==> src/rtl/bus_rr_arbiter_pkg.sv <==
// Shared bus definitions for the round-robin arbiter: master count, active-low levels,
// owner index type and arbiter state encodings.
package bus_rr_arbiter_pkg;

  localparam int unsigned BUS_MASTER_CH = 4;

  localparam logic ENABLE_  = 1'b0;
  localparam logic DISABLE_ = 1'b1;

  typedef logic [1:0] BusOwnerBus;

  typedef enum logic [1:0] {
    ARB_IDLE    = 2'd0,
    ARB_GRANT   = 2'd1,
    ARB_TIMEOUT = 2'd2
  } arb_state_t;

  function automatic logic [BUS_MASTER_CH-1:0] owner_onehot(input BusOwnerBus idx);
    owner_onehot      = '0;
    owner_onehot[idx] = 1'b1;
  endfunction

endpackage

==> src/rtl/bus_rr_arbiter_if.sv <==
// Request/grant and watchdog signals between the bus masters and the arbiter.
interface bus_rr_arbiter_if;
  import bus_rr_arbiter_pkg::*;

  logic [BUS_MASTER_CH-1:0] m_req_;
  logic                     s_as_;
  logic                     s_rdy_;
  logic                     err_clr;
  logic [BUS_MASTER_CH-1:0] m_grnt_;
  BusOwnerBus               owner;
  logic                     wdt_rdy_;
  logic                     bus_err;
  BusOwnerBus               err_master;

  modport master (
    output m_req_, s_as_, s_rdy_, err_clr,
    input  m_grnt_, owner, wdt_rdy_, bus_err, err_master
  );

  modport slave (
    input  m_req_, s_as_, s_rdy_, err_clr,
    output m_grnt_, owner, wdt_rdy_, bus_err, err_master
  );

endinterface

==> src/rtl/bus_rr_pick.sv <==
// Combinational 4-way rotating priority picker: first requester after `last`,
// wrapping, with `last` itself lowest; masked-out requesters are ignored.
module bus_rr_pick
  import bus_rr_arbiter_pkg::*;
(
  input  logic [BUS_MASTER_CH-1:0] req,
  input  BusOwnerBus               last,
  input  logic [BUS_MASTER_CH-1:0] excl,
  output BusOwnerBus               winner,
  output logic                     valid
);

  logic [BUS_MASTER_CH-1:0] cand;
  BusOwnerBus               idx;

  always_comb begin
    cand   = req & ~excl;
    winner = last;
    valid  = 1'b0;
    idx    = last;
    // Scan from lowest to highest priority so the nearest requester overwrites the rest.
    for (int unsigned k = BUS_MASTER_CH; k >= 1; k--) begin
      idx = last + BusOwnerBus'(k);
      if (cand[idx]) begin
        winner = idx;
        valid  = 1'b1;
      end
    end
  end

endmodule

==> src/rtl/bus_rr_arbiter.sv <==
// Round-robin bus arbiter with a fairness hold limit and a bus watchdog that forces
// completion of accesses whose slave never answers.
module bus_rr_arbiter
  import bus_rr_arbiter_pkg::*;
#(
  parameter int unsigned TIMEOUT_CYCLES = 256,
  parameter int unsigned MAX_HOLD       = 64,
  parameter int unsigned CNT_W          = 9
) (
  input  logic             clk,
  input  logic             reset,
  bus_rr_arbiter_if.slave  bus
);

  localparam logic [CNT_W-1:0] WDT_LIMIT  = CNT_W'(TIMEOUT_CYCLES - 1);
  localparam logic [CNT_W-1:0] HOLD_LIMIT = CNT_W'((MAX_HOLD == 0) ? 0 : MAX_HOLD - 1);
  localparam logic             HOLD_EN    = (MAX_HOLD != 0);

  arb_state_t               state, state_nx;
  BusOwnerBus               owner_q, owner_nx;
  BusOwnerBus               err_master_q, err_master_nx;
  logic [BUS_MASTER_CH-1:0] grnt_q, grnt_nx;
  logic                     wdt_rdy_q, wdt_rdy_nx;
  logic                     bus_err_q, bus_err_nx;
  logic [CNT_W-1:0]         hold_cnt, hold_nx;
  logic [CNT_W-1:0]         wdt_cnt, wdt_nx;

  logic [BUS_MASTER_CH-1:0] req;
  logic [BUS_MASTER_CH-1:0] excl;
  BusOwnerBus               winner;
  logic                     valid;
  logic                     others_req;
  logic                     wdt_busy;
  logic                     err_set;

  assign req        = ~bus.m_req_;
  assign excl       = (state == ARB_GRANT) ? owner_onehot(owner_q) : '0;
  assign others_req = |(req & ~owner_onehot(owner_q));
  assign wdt_busy   = (bus.s_as_ == ENABLE_) && (bus.s_rdy_ == DISABLE_);

  bus_rr_pick u_pick (
    .req    (req),
    .last   (owner_q),
    .excl   (excl),
    .winner (winner),
    .valid  (valid)
  );

  always_comb begin
    state_nx      = state;
    owner_nx      = owner_q;
    grnt_nx       = grnt_q;
    wdt_rdy_nx    = DISABLE_;
    err_master_nx = err_master_q;
    hold_nx       = hold_cnt;
    wdt_nx        = wdt_cnt;
    err_set       = 1'b0;

    unique case (state)
      ARB_IDLE: begin
        hold_nx = '0;
        wdt_nx  = '0;
        grnt_nx = '1;
        if (valid) begin
          state_nx = ARB_GRANT;
          owner_nx = winner;
          grnt_nx  = ~owner_onehot(winner);
        end
      end
      ARB_GRANT: begin
        // A real s_rdy_ on the limit cycle makes wdt_busy false, so it beats the timeout.
        if (wdt_busy && (wdt_cnt == WDT_LIMIT)) begin
          state_nx      = ARB_TIMEOUT;
          wdt_rdy_nx    = ENABLE_;
          err_set       = 1'b1;
          err_master_nx = owner_q;
          wdt_nx        = '0;
        end else if (!req[owner_q] ||
                     (HOLD_EN && others_req && (bus.s_as_ == DISABLE_) &&
                      (hold_cnt >= HOLD_LIMIT))) begin
          hold_nx = '0;
          wdt_nx  = '0;
          if (valid) begin
            owner_nx = winner;
            grnt_nx  = ~owner_onehot(winner);
          end else begin
            state_nx = ARB_IDLE;
            grnt_nx  = '1;
          end
        end else begin
          wdt_nx  = !wdt_busy ? '0 : (&wdt_cnt) ? wdt_cnt : wdt_cnt + 1'b1;
          hold_nx = !others_req ? '0 : (&hold_cnt) ? hold_cnt : hold_cnt + 1'b1;
        end
      end
      ARB_TIMEOUT: begin
        state_nx = ARB_GRANT;
        wdt_nx   = '0;
      end
      default: begin
        state_nx = ARB_IDLE;
        grnt_nx  = '1;
      end
    endcase

    bus_err_nx = err_set | (bus_err_q & ~bus.err_clr);
  end

  always_ff @(posedge clk or posedge reset) begin
    if (reset) begin
      state        <= ARB_IDLE;
      owner_q      <= '0;
      grnt_q       <= '1;
      wdt_rdy_q    <= DISABLE_;
      bus_err_q    <= 1'b0;
      err_master_q <= '0;
      hold_cnt     <= '0;
      wdt_cnt      <= '0;
    end else begin
      state        <= state_nx;
      owner_q      <= owner_nx;
      grnt_q       <= grnt_nx;
      wdt_rdy_q    <= wdt_rdy_nx;
      bus_err_q    <= bus_err_nx;
      err_master_q <= err_master_nx;
      hold_cnt     <= hold_nx;
      wdt_cnt      <= wdt_nx;
    end
  end

  assign bus.m_grnt_    = grnt_q;
  assign bus.owner      = owner_q;
  assign bus.wdt_rdy_   = wdt_rdy_q;
  assign bus.bus_err    = bus_err_q;
  assign bus.err_master = err_master_q;

endmodule

==> src/flat_wrapper.sv <==
// flat-port wrapper written by rule: the top's interface ports become plain ports
module bus_rr_arbiter_flat import bus_rr_arbiter_pkg::*;
#(
  parameter int unsigned TIMEOUT_CYCLES = 256,
  parameter int unsigned MAX_HOLD       = 64,
  parameter int unsigned CNT_W          = 9
)
  (clk, reset, bus_m_req_, bus_s_as_, bus_s_rdy_, bus_err_clr, bus_m_grnt_, bus_owner, bus_wdt_rdy_, bus_bus_err, bus_err_master);
  bus_rr_arbiter_if bus_i ();
  input  logic clk;
  input  logic reset;
  input wire logic [$bits(bus_i.m_req_)-1:0] bus_m_req_;
  input wire logic [$bits(bus_i.s_as_)-1:0] bus_s_as_;
  input wire logic [$bits(bus_i.s_rdy_)-1:0] bus_s_rdy_;
  input wire logic [$bits(bus_i.err_clr)-1:0] bus_err_clr;
  output wire logic [$bits(bus_i.m_grnt_)-1:0] bus_m_grnt_;
  output wire logic [$bits(bus_i.owner)-1:0] bus_owner;
  output wire logic [$bits(bus_i.wdt_rdy_)-1:0] bus_wdt_rdy_;
  output wire logic [$bits(bus_i.bus_err)-1:0] bus_bus_err;
  output wire logic [$bits(bus_i.err_master)-1:0] bus_err_master;
  assign bus_i.m_req_ = bus_m_req_;
  assign bus_i.s_as_ = bus_s_as_;
  assign bus_i.s_rdy_ = bus_s_rdy_;
  assign bus_i.err_clr = bus_err_clr;
  assign bus_m_grnt_ = bus_i.m_grnt_;
  assign bus_owner = bus_i.owner;
  assign bus_wdt_rdy_ = bus_i.wdt_rdy_;
  assign bus_bus_err = bus_i.bus_err;
  assign bus_err_master = bus_i.err_master;
  bus_rr_arbiter #(.TIMEOUT_CYCLES(TIMEOUT_CYCLES), .MAX_HOLD(MAX_HOLD), .CNT_W(CNT_W)) u_core (.clk(clk), .reset(reset), .bus(bus_i));
endmodule
==> config.mk <==
export PLATFORM = sky130hd
export DESIGN_NAME = bus_rr_arbiter_flat
export DESIGN_NICKNAME = d
export VERILOG_FILES = /design/src/rtl/bus_rr_arbiter_pkg.sv /design/src/rtl/bus_rr_arbiter_if.sv /design/src/rtl/bus_rr_pick.sv /design/src/rtl/bus_rr_arbiter.sv /design/src/flat_wrapper.sv
export SDC_FILE = /design/constraint.sdc
export NUM_CORES = 1
export LEC_CHECK = 0
export CAP_MARGIN = 40
export CELL_PAD_IN_SITES_DETAIL_PLACEMENT = 1
export CELL_PAD_IN_SITES_GLOBAL_PLACEMENT = 2
export CORE_UTILIZATION = 28
export CTS_BUF_LIST = sky130_fd_sc_hd__clkbuf_4 sky130_fd_sc_hd__clkbuf_8 sky130_fd_sc_hd__clkbuf_16
export DETAILED_ROUTE_END_ITERATION = 8
export GPL_ROUTABILITY_DRIVEN = 0
export GPL_TIMING_DRIVEN = 0
export PLACE_DENSITY = 0.69
export SLEW_MARGIN = 30
export SYNTH_ARGS = -nofsm -noshare
export SYNTH_HDL_FRONTEND = slang
export SYNTH_SLANG_ARGS = --single-unit
==> constraint.sdc <==
create_clock -name clk -period 3.4 [get_ports clk]
set_input_delay 0.34 -clock clk [delete_from_list [all_inputs] [get_ports clk]]
set_output_delay 0.34 -clock clk [all_outputs]
set_load 0.01 [all_outputs]
* Word-level counts from Yosys, hierarchy flattened
Index checks and enable logic that the tools add are counted.
Operators by class: reduce and logical (&&, ||, !) cells 21, $add $sub $neg 5, muxes and demuxes 49, bitwise logic cells 11, eq/ne operators 10, $lt $le $gt $ge 8
Operator list (number):
- two-way mux 9 bit | 8
- case mux 9 bit (2 select lines) | 2
- two-way mux 2 bit | 10
- adder 9 x 1 -> 9 bit (second input constant) | 2
- AND reduction 9 bit | 2
- two-way mux 4 bit | 4
- inverter 4 bit | 4
- < comparator 2 x 3 -> 1 bit (second input constant) | 5
- two-way mux 1 bit | 15
- case mux 4 bit (3 select lines) | 1
- AND reduction 3 bit | 4
- binary-select mux 1 bit (select 2 bit) | 5
- == test 9 x 8 -> 1 bit (second input constant) | 1
- greater-or-equal comparator 9 x 6 -> 1 bit (second input constant) | 1
- AND 4 bit | 2
- logical AND 1 bit | 6
- inequality test 2 bit (second input constant) | 3
- inequality test 3 bit (second input constant) | 2
- case mux 2 bit (3 select lines) | 1
- inequality test 5 bit (second input constant) | 1
- adder 2 bit (second input constant) | 2
- demux 1 bit (select 2 bit) | 2
- greater-or-equal comparator 2 x 1 -> 1 bit (second input constant) | 2
- inequality test 4 bit (second input constant) | 1
- other kinds (14) | 18
Word-level totals: flip-flop bits (word level) 30, bits of input ports 9, word-level logic and storage cells 112

* Logic depth before layout (Yosys ltp)
Gate-level depths: netlist of run 1.
word-level depth 21, gate-level depth with buffers 11, mapped depth without buffers 11

* Cells and area by module
From an unflattened synthesis of run 1, not the netlist that was laid out.
Unflattened totals: cells, all modules 213, area, all modules 1939.4 um^2
By module, submodules not included:
- bus_rr_arbiter | times used 1, cells each 196, area an instance 1821.7 um^2
- bus_rr_pick | times used 1, cells each 17, area an instance 117.6 um^2

* Worst setup path before layout of run 1
No wires, ideal clock.
kind reg-to-reg, from register u_core.wdt_cnt[0], to register u_core.wdt_cnt[5], arrival time 2530 ps, clock period less this slack 2608 ps, path buffers 0, setup time 78 ps, cell stages (with the launch flop) 10, slack 792 ps, cells stage by stage dfrtp_1 ha_1 nand3_1 or2_2 nor2_1 ha_1 or4b_1 or3_1 or4_1 a21oi_1
On the way: word-level cells in the longest chain between the ends 6, elaborated cells between the ends (all ways) 11, classes of those cells 1 x add/sub; 2 x eq/ne; 5 x mux; 3 x reduce/logical
Ends and longest elaborated chain:
- from (decl) | RTL line bus_rr_arbiter.sv:26 | logic [CNT_W-1:0] wdt_cnt, wdt_nx;
- from (signal assigned) | RTL line bus_rr_arbiter.sv:126 | wdt_cnt <= wdt_nx;
- adder 9 x 1 -> 9 bit | RTL line bus_rr_arbiter.sv:91 | wdt_nx = !wdt_busy ? '0 : (&wdt_cnt) ? wdt_cnt : wdt_cnt + 1'b1;
- two-way mux 9 bit (2 in series) | RTL line bus_rr_arbiter.sv:91
- two-way mux 9 bit | RTL line bus_rr_arbiter.sv:78 | end else if (!req[owner_q] ||
- two-way mux 9 bit | RTL line bus_rr_arbiter.sv:72 | if (wdt_busy && (wdt_cnt == WDT_LIMIT)) begin
- case mux 9 bit (2 select lines) | RTL line bus_rr_arbiter.sv:59 | unique case (state)
Parallel ways exist; a longest one is shown, timed or not. The select of a mux whose other input is x is not followed. A chain may end at the register's enable or synchronous reset.

* Worst setup path in the final report of run 1
from register u_core.wdt_cnt[0], to register u_core.hold_cnt[5]
On the way: word-level cells in the longest chain between the ends 4
Ends and longest elaborated chain:
- == test 9 x 8 -> 1 bit | RTL line bus_rr_arbiter.sv:72
- logical AND 1 bit | RTL line bus_rr_arbiter.sv:72
- inequality test 2 bit (no line)
- AND reduction 3 bit (no line)
- to (signal assigned) | RTL line bus_rr_arbiter.sv:125 | hold_cnt <= hold_nx;
- to (decl) | RTL line bus_rr_arbiter.sv:25 | logic [CNT_W-1:0] hold_cnt, hold_nx;
Every way passes these cells.

==> results of run 1 <==
## worst paths after layout
kind,startpoint,end,cells after the start,slack (ns)
max,u_core.wdt_cnt[0]$_DFFE_PP0P_,u_core.hold_cnt[5]$_DFFE_PP0P_,11,0.52
min,u_core.bus.err_master[0]$_DFFE_PP0P_,u_core.bus.err_master[0]$_DFFE_PP0P_,2,0.48
max reg2reg,u_core.wdt_cnt[0]$_DFFE_PP0P_,u_core.hold_cnt[5]$_DFFE_PP0P_,11,0.52
min reg2reg,u_core.bus.err_master[0]$_DFFE_PP0P_,u_core.bus.err_master[0]$_DFFE_PP0P_,2,0.48
max in group asynchronous,reset,u_core.wdt_cnt[0]$_DFFE_PP0P_,2,2.48
min in group asynchronous,reset,u_core.wdt_cnt[6]$_DFFE_PP0P_,2,0.49
## cell type report
type / instances / area (um2)
Multi-Input combinational cell: 158 / 1000
Clock buffer: 7 / 90.1
Clock inverter: 1 / 5.00
Sequential cell: 30 / 757
Timing Repair Buffer: 19 / 185
Inverter: 11 / 41.3
Buffer: 7 / 30.0
Fill cell: 751 / 4140
Tap cell: 77 / 96.3
## layout by cell type, fill, tap and decap left out, drive strengths merged, types with 5 or more instances in the layout
master	count
a21oi	23
clkbuf	14
clkdlybuf4s50	18
dfrtp	25
dfstp	5
ha	9
inv	10
nand2	10
nand3	7
nor2	28
nor3	5
o21ai	15
## critical path, delay by kind of cell (launching register included)
kind	cells	cell delay (ns)
flops	1	0.42
fa+ha+maj	2	0.46
simple gates	7	1.10
compound gates	1	0.64
xor+xnor	1	0.15
## flip-flops by register name, indices dropped and copies added (netlist names)
signal	flops
u_core.bus.m_grnt_	4
u_core.state	2
u_core.wdt_cnt	9
u_core.bus.wdt_rdy_	1
u_core.bus.owner	2
u_core.bus.bus_err	1
u_core.bus.err_master	2
u_core.hold_cnt	9
## per-layer routing
| layer | vias up | wire length, um |
|---|---|---|
| met5 | - | 0 |
| met2 | 16 | 2180 |
| li1 | 803 | - |
| met1 | 767 | 2290 |
| met3 | 5 | 110 |
| met4 | 0 | 57 |
## per-stage QoR
step	util [%]	total power, mW	hold slack [ns]
2_1_floorplan	-	0.956	0.427
5_1_grt	34.8	1.59	0.534
6_report	34.8	1.46	0.484
3_5_place_dp	33.2	1.16	0.471
3_3_place_gp	33.2	1.16	0.465
4_1_cts	34.7	1.48	0.487
## power groups by stage
stage,clock (mW),sequential (mW),combinational [mW]
final,0.304,0.469,0.686
after global routing,0.337,0.474,0.776
after CTS,0.322,0.469,0.692
after detailed placement,0,0.475,0.687
after global placement,0,0.476,0.686
after floorplan,0,0.478,0.478
## logic make-up after synthesis
kind of cell | share of synthesized area [%]
muxes | 4.64
AOI/OAI and AO/OA | 22.1
DFF | 41.3
buffers and inverters | 3.89
xor gates and xnor gates | 2.39
adders and majority gates | 6.15
and+or+nand+nor | 19.5
==> flow_summary_export.csv, run 1 <==
group,metric,value,unit
run_status,status,"finished clean",
sta,fin_crit_sh,84.7,%
sta,slew_headroom,53.0,%
yosys,yosysTopAreaCellShare,34.2,%
yosys,syn_area_per_cell,8.89,um2
sta,rsz0062_at_grt,"no",
setup_path,critPathLaunchType,"flop",
clocking,cts_tree,"done",
clocking,cts_setup_buffers,0,
global_route,use_met2,24.3,%
power_and_ir_drop,switching_power,0.565,mW
global_route,busiest_layer,"met2",
placed_design,dp_hpwl,3300,um
clocking,holdBufCountCts,0,
sta,hold_violations,0,
power_and_ir_drop,peakVddDrop,0.000298,V
yosys,yosys_warnings,0,
setup_path,crit_fanout,6,
yosys,syn-cell-area,0.00183,mm2
setup_path,crit_arrival,3.03,ns
yosys,yosys.cell_types.count,48,
clocking,cts.sinks,30,
power_and_ir_drop,combPwrFrac,47.0,%
clocking,cts.clk_slew.worst_paths,0.06,ns
global_route,use_met1,19.0,%
global_route,grt_use_met3,2.78,%
yosys,synthArstFlopShare,100,%
global_route,grt_pass1_wl,8090,um
clocking,h-tree-depth,2,
clocking,clk_latency,0.28,ns
floorplan,dieArea,0.00687,mm2
cells_and_area,drive_above_1_share,9.01,%
setup_path,worstPathCellList,"ha_1 -> nand3_1 -> or2_2 -> nor2_1 -> ha_1 -> and3b_1 -> a211oi_1 -> and4_1 -> nand3_1 -> xor2_1 -> nor2_1",
sta,setup-violations-final,0,
floorplan,die_w,82.9,um
yosys,yosysTopAreaCell,"dfrtp_1",
global_route,grt_max_degree,31,
yosys,synth_common_cells,"nor2_1 (28), dfrtp_1 (25), a21oi_1 (23)",
power_and_ir_drop,powerDensity,661,mW/mm2
setup_path,crit_path_max_incr_delay,0.64,ns
route,num_vias,1591,
sta,period_needed,2.88,ns
floorplan,ios,19,
global_route,grt.total_usage,14.5,%
power_and_ir_drop,pwr-share-seq,32.1,%
yosys,post-synth-top-count-cell,"nor2_1",
sta,worstMarginPinSlew,0.701,ns
power_and_ir_drop,p_clk_share,20.8,%
clocking,cts_buffers,5,
route,vias_per_cell,5.13,
yosys,yosys-top-cells-area,"dfrtp_1 (34%), dfstp_2 (7.2%), a21oi_1 (6.3%), ha_1 (6.1%), nor2_1 (5.7%)",
clocking,clk_path_buf_depth,2,
yosys,synth_edf_count,0,
placed_design,placed_area,0.00211,mm2
sta,max_freq,0.347,GHz
clocking,cts_resized,0,
floorplan,floorplan.rows,29,
setup_path,critPathSlowestCell,"a211oi_1",
sta,finClkSkew,0.00346,ns
global_route,grt_pass1_vias,1666,
route,drt-total-wl,4640,um
route,drt-pass1-iter-count,3,
setup_path,cp-end-kind,"flop",
sta,tns,0,ns
placed_design,preCtsSetupSlack,0.370,ns
cells_and_area,nets,250,
sta,drv_slew,0,
route,ant_nets,0,
floorplan,core-area,0.00635,mm2
yosys,synth_seq_cells,30,
setup_path,critical_path_class,"reg2reg",
cells_and_area,areaGrowthSynthToFinish,20.6,%
route,drtIter0Drc,63,
floorplan,die_h,82.9,um
cells_and_area,final_cells,310,
placed_design,dp.cells,301,
flow_run,cap_violations,0,
cells_and_area,fin_area,0.00221,mm2
clocking,cts_root_buf,"clkbuf_8",
yosys,ys_seq_area_share,41.3,%
floorplan,start_util,28.8,%
placed_design,numPortBuffers,18,
route,drc,0,
global_route,grt_overflow_total,0,
global_route,antenna_found_initial,0,
yosys,synthCells,206,
sta,layout_setup_ws,0.519,ns
cells_and_area,diodes,0,
yosys,synth_ff_type,"dfrtp_1",
setup_path,required,3.55,ns
power_and_ir_drop,p_leak,0.928,nW
power_and_ir_drop,p_sw_share,38.7,%
hold_path,hold_path.class,"reg2reg",
route,wl_per_cell,15.0,um
yosys,syn_nets,224,
power_and_ir_drop,internal_power,0.894,mW
(Power assumes the default switching activity.)
==> run 2: changes to the inputs <==
--- a/config.mk
+++ b/config.mk
@@ -13,7 +13,7 @@
 export DETAILED_ROUTE_END_ITERATION = 8
 export GPL_ROUTABILITY_DRIVEN = 0
 export GPL_TIMING_DRIVEN = 0
-export PLACE_DENSITY = 0.69
+export PLACE_DENSITY = 0.71
 export SLEW_MARGIN = 30
 export SYNTH_ARGS = -nofsm -noshare
 export SYNTH_HDL_FRONTEND = slang
==> constraint.sdc (replaced) <==
create_clock -name clk -period 2.35 [get_ports clk]
set_input_delay 0.235 -clock clk [delete_from_list [all_inputs] [get_ports clk]]
set_output_delay 0.235 -clock clk [all_outputs]
set_load 0.01 [all_outputs]
==> flow_summary_export.csv, run 2 (synthesis results as in run 1) <==
group,metric,value,unit
setup_path,cp-end-kind,"flop",
route,highest_layer,"met4",
setup_path,required,2.56,ns
power_and_ir_drop,powerDensity,945,mW/mm2
floorplan,floorplan.rows,29,
sta,slew_headroom,53.6,%
setup_path,crit_path_max_incr_delay,0.55,ns
cells_and_area,multiInputGateArea,0.00121,mm2
power_and_ir_drop,peakVddDrop,0.000613,V
sta,worstMarginPinSlew,0.695,ns
sta,drv_slew,0,
cells_and_area,fin_area,0.00259,mm2
route,wl_per_cell,16.1,um
setup_path,crit_fanout,3,
clocking,cts_root_buf,"clkbuf_8",
floorplan,core-area,0.00635,mm2
clocking,cts.clk_slew.worst_paths,0.07,ns
setup_path,worstPathCellList,"clkdlybuf4s50_1 -> mux4_2 -> or4b_4 -> or3_4 -> or4_1 -> a21oi_1",
setup_path,critPathSlowestCell,"or4b_4",
sta,rsz0062_at_grt,"yes",
cells_and_area,drive_above_1_share,31.2,%
run_status,status,"finished with violations",
route,dr_wl_met3,140,um
sta,hold_violations,0,
global_route,antenna_found_initial,0,
sta,tns,-0.589,ns
route,routed-wl-met2,2480,um
floorplan,die_h,82.9,um
cells_and_area,layout_commonest_cell,"nor2_1",
clocking,clk_path_buf_depth,2,
global_route,grt_pass1_wl,8730,um
clocking,cts.sinks,30,
placed_design,preCtsSetupSlack,-0.437,ns
route,num_vias,1734,
power_and_ir_drop,power,2.44,mW
power_and_ir_drop,combPwrFrac,53.9,%
floorplan,ios,19,
clocking,cts_buffers,5,
sta,setup-violations-final,4,
flow_run,cap_violations,0,
sta,holdWs,0.377,ns
setup_path,crit_family,"simple AND/OR/NAND/NOR gates",
route,drt-pass1-iter-count,4,
setup_path,crit_arrival,2.76,ns
sta,layout_setup_ws,-0.205,ns
cells_and_area,fillers,735,
sta,finClkSkew,0.00741,ns
power_and_ir_drop,p_clk_share,18.7,%
cells_and_area,seq_area,758,um2
cells_and_area,areaGrowthSynthToFinish,41.2,%
global_route,grt_pass1_vias,1767,
placed_design,dp_hpwl,3510,um
setup_path,crit_buf_inv,1,
clocking,cts_tree,"done",
route,drt-total-wl,5280,um
route,drtIter0Drc,45,
sta,max_freq,0.391,GHz
floorplan,start_util,28.8,%
floorplan,die_w,82.9,um
route,wirelength_met1,2600,um
cells_and_area,final_cell_mix,"nor2_1 (26), dfrtp_1 (24), buf_4 (17), clkdlybuf4s50_1 (17), a21oi_1 (16)",
sta,period_needed,2.55,ns
route,ant_nets,0,
placed_design,numPortBuffers,18,
route,vias_per_cell,5.30,
clocking,h-tree-depth,2,
power_and_ir_drop,switching_power,0.966,mW
power_and_ir_drop,p_sw_share,39.5,%
clocking,clk_latency,0.29,ns
floorplan,dieArea,0.00687,mm2
setup_path,critPathLaunchType,"input port",
power_and_ir_drop,p_leak,1.07,nW
route,drc,0,
hold_path,hold_path.class,"in2async",
power_and_ir_drop,pwr-share-seq,27.4,%
global_route,grt_max_degree,31,
setup_path,critical_path_class,"in2reg",
placed_design,placed_area,0.00214,mm2
power_and_ir_drop,internal_power,1.48,mW
sta,fin_crit_sh,109,%
run_status,violations,"negative setup slack",
global_route,grt.total_usage,15.6,%
cells_and_area,nets,267,
global_route,grt_overflow_total,0,
cells_and_area,diodes,0,
==> run 2: final cells by class <==
class | instances | share of cell area (%)
Multi-Input combinational cell | 158 | 46.8
Sequential cell | 30 | 29.3
Timing Repair Buffer | 36 | 12.6
Tap cell | 77 | 3.73
Clock buffer | 7 | 3.48
Buffer | 7 | 2.03
Inverter | 11 | 1.89
Clock inverter | 1 | 0.194
==> run 2: metal layers <==
layer / vias up / global-route usage (%)
li1: 836 / -
met1: 869 / 20.8
met2: 22 / 25.3
met3: 7 / 3.28
met4: 0 / 5.02
met5: - / 0
==> run 2: stage by stage <==
stage / instances / utilization (%)
floorplan: 206 / -
global placement: 301 / 33.7
detailed placement: 301 / 33.7
CTS: 320 / 37.7
global route: 327 / 40.7
finish: 327 / 40.7
==> run 2: final timing paths <==
path | cells past startpoint | slack [ns] | start | end
setup / recovery | 6 | -0.20 | bus_m_req_[3] | u_core.wdt_cnt[5]$_DFFE_PP0P_
hold / removal | 2 | 0.38 | reset | u_core.hold_cnt[7]$_DFFE_PP0P_
setup reg to reg | 6 | -0.19 | u_core.bus.owner[0]$_DFFE_PP0P_ | u_core.wdt_cnt[5]$_DFFE_PP0P_
hold reg to reg | 2 | 0.50 | u_core.bus.err_master[1]$_DFFE_PP0P_ | u_core.bus.err_master[1]$_DFFE_PP0P_
max in group asynchronous | 2 | 1.48 | reset | u_core.bus.owner[1]$_DFFE_PP0P_
min in group clk | 2 | 0.50 | u_core.bus.err_master[1]$_DFFE_PP0P_ | u_core.bus.err_master[1]$_DFFE_PP0P_
==> run 2: what timing repair did <==
action,CTS,global route
pin swaps,10,9
buffers inserted,11,7
resized for setup,15,36
hold buffers,0,0
endpoints found under the setup margin,20,25
==> run 2: power by group through the flow <==
| stage | registers [mW] | clock network (mW) | logic [mW] |
|---|---|---|---|
| after detailed placement | 0.688 | 0 | 1.01 |
| after global placement | 0.686 | 0 | 0.998 |
| final | 0.669 | 0.457 | 1.32 |
| after global routing | 0.682 | 0.492 | 1.43 |
| after floorplan | 0.694 | 0 | 0.698 |
| after CTS | 0.670 | 0.472 | 1.17 |
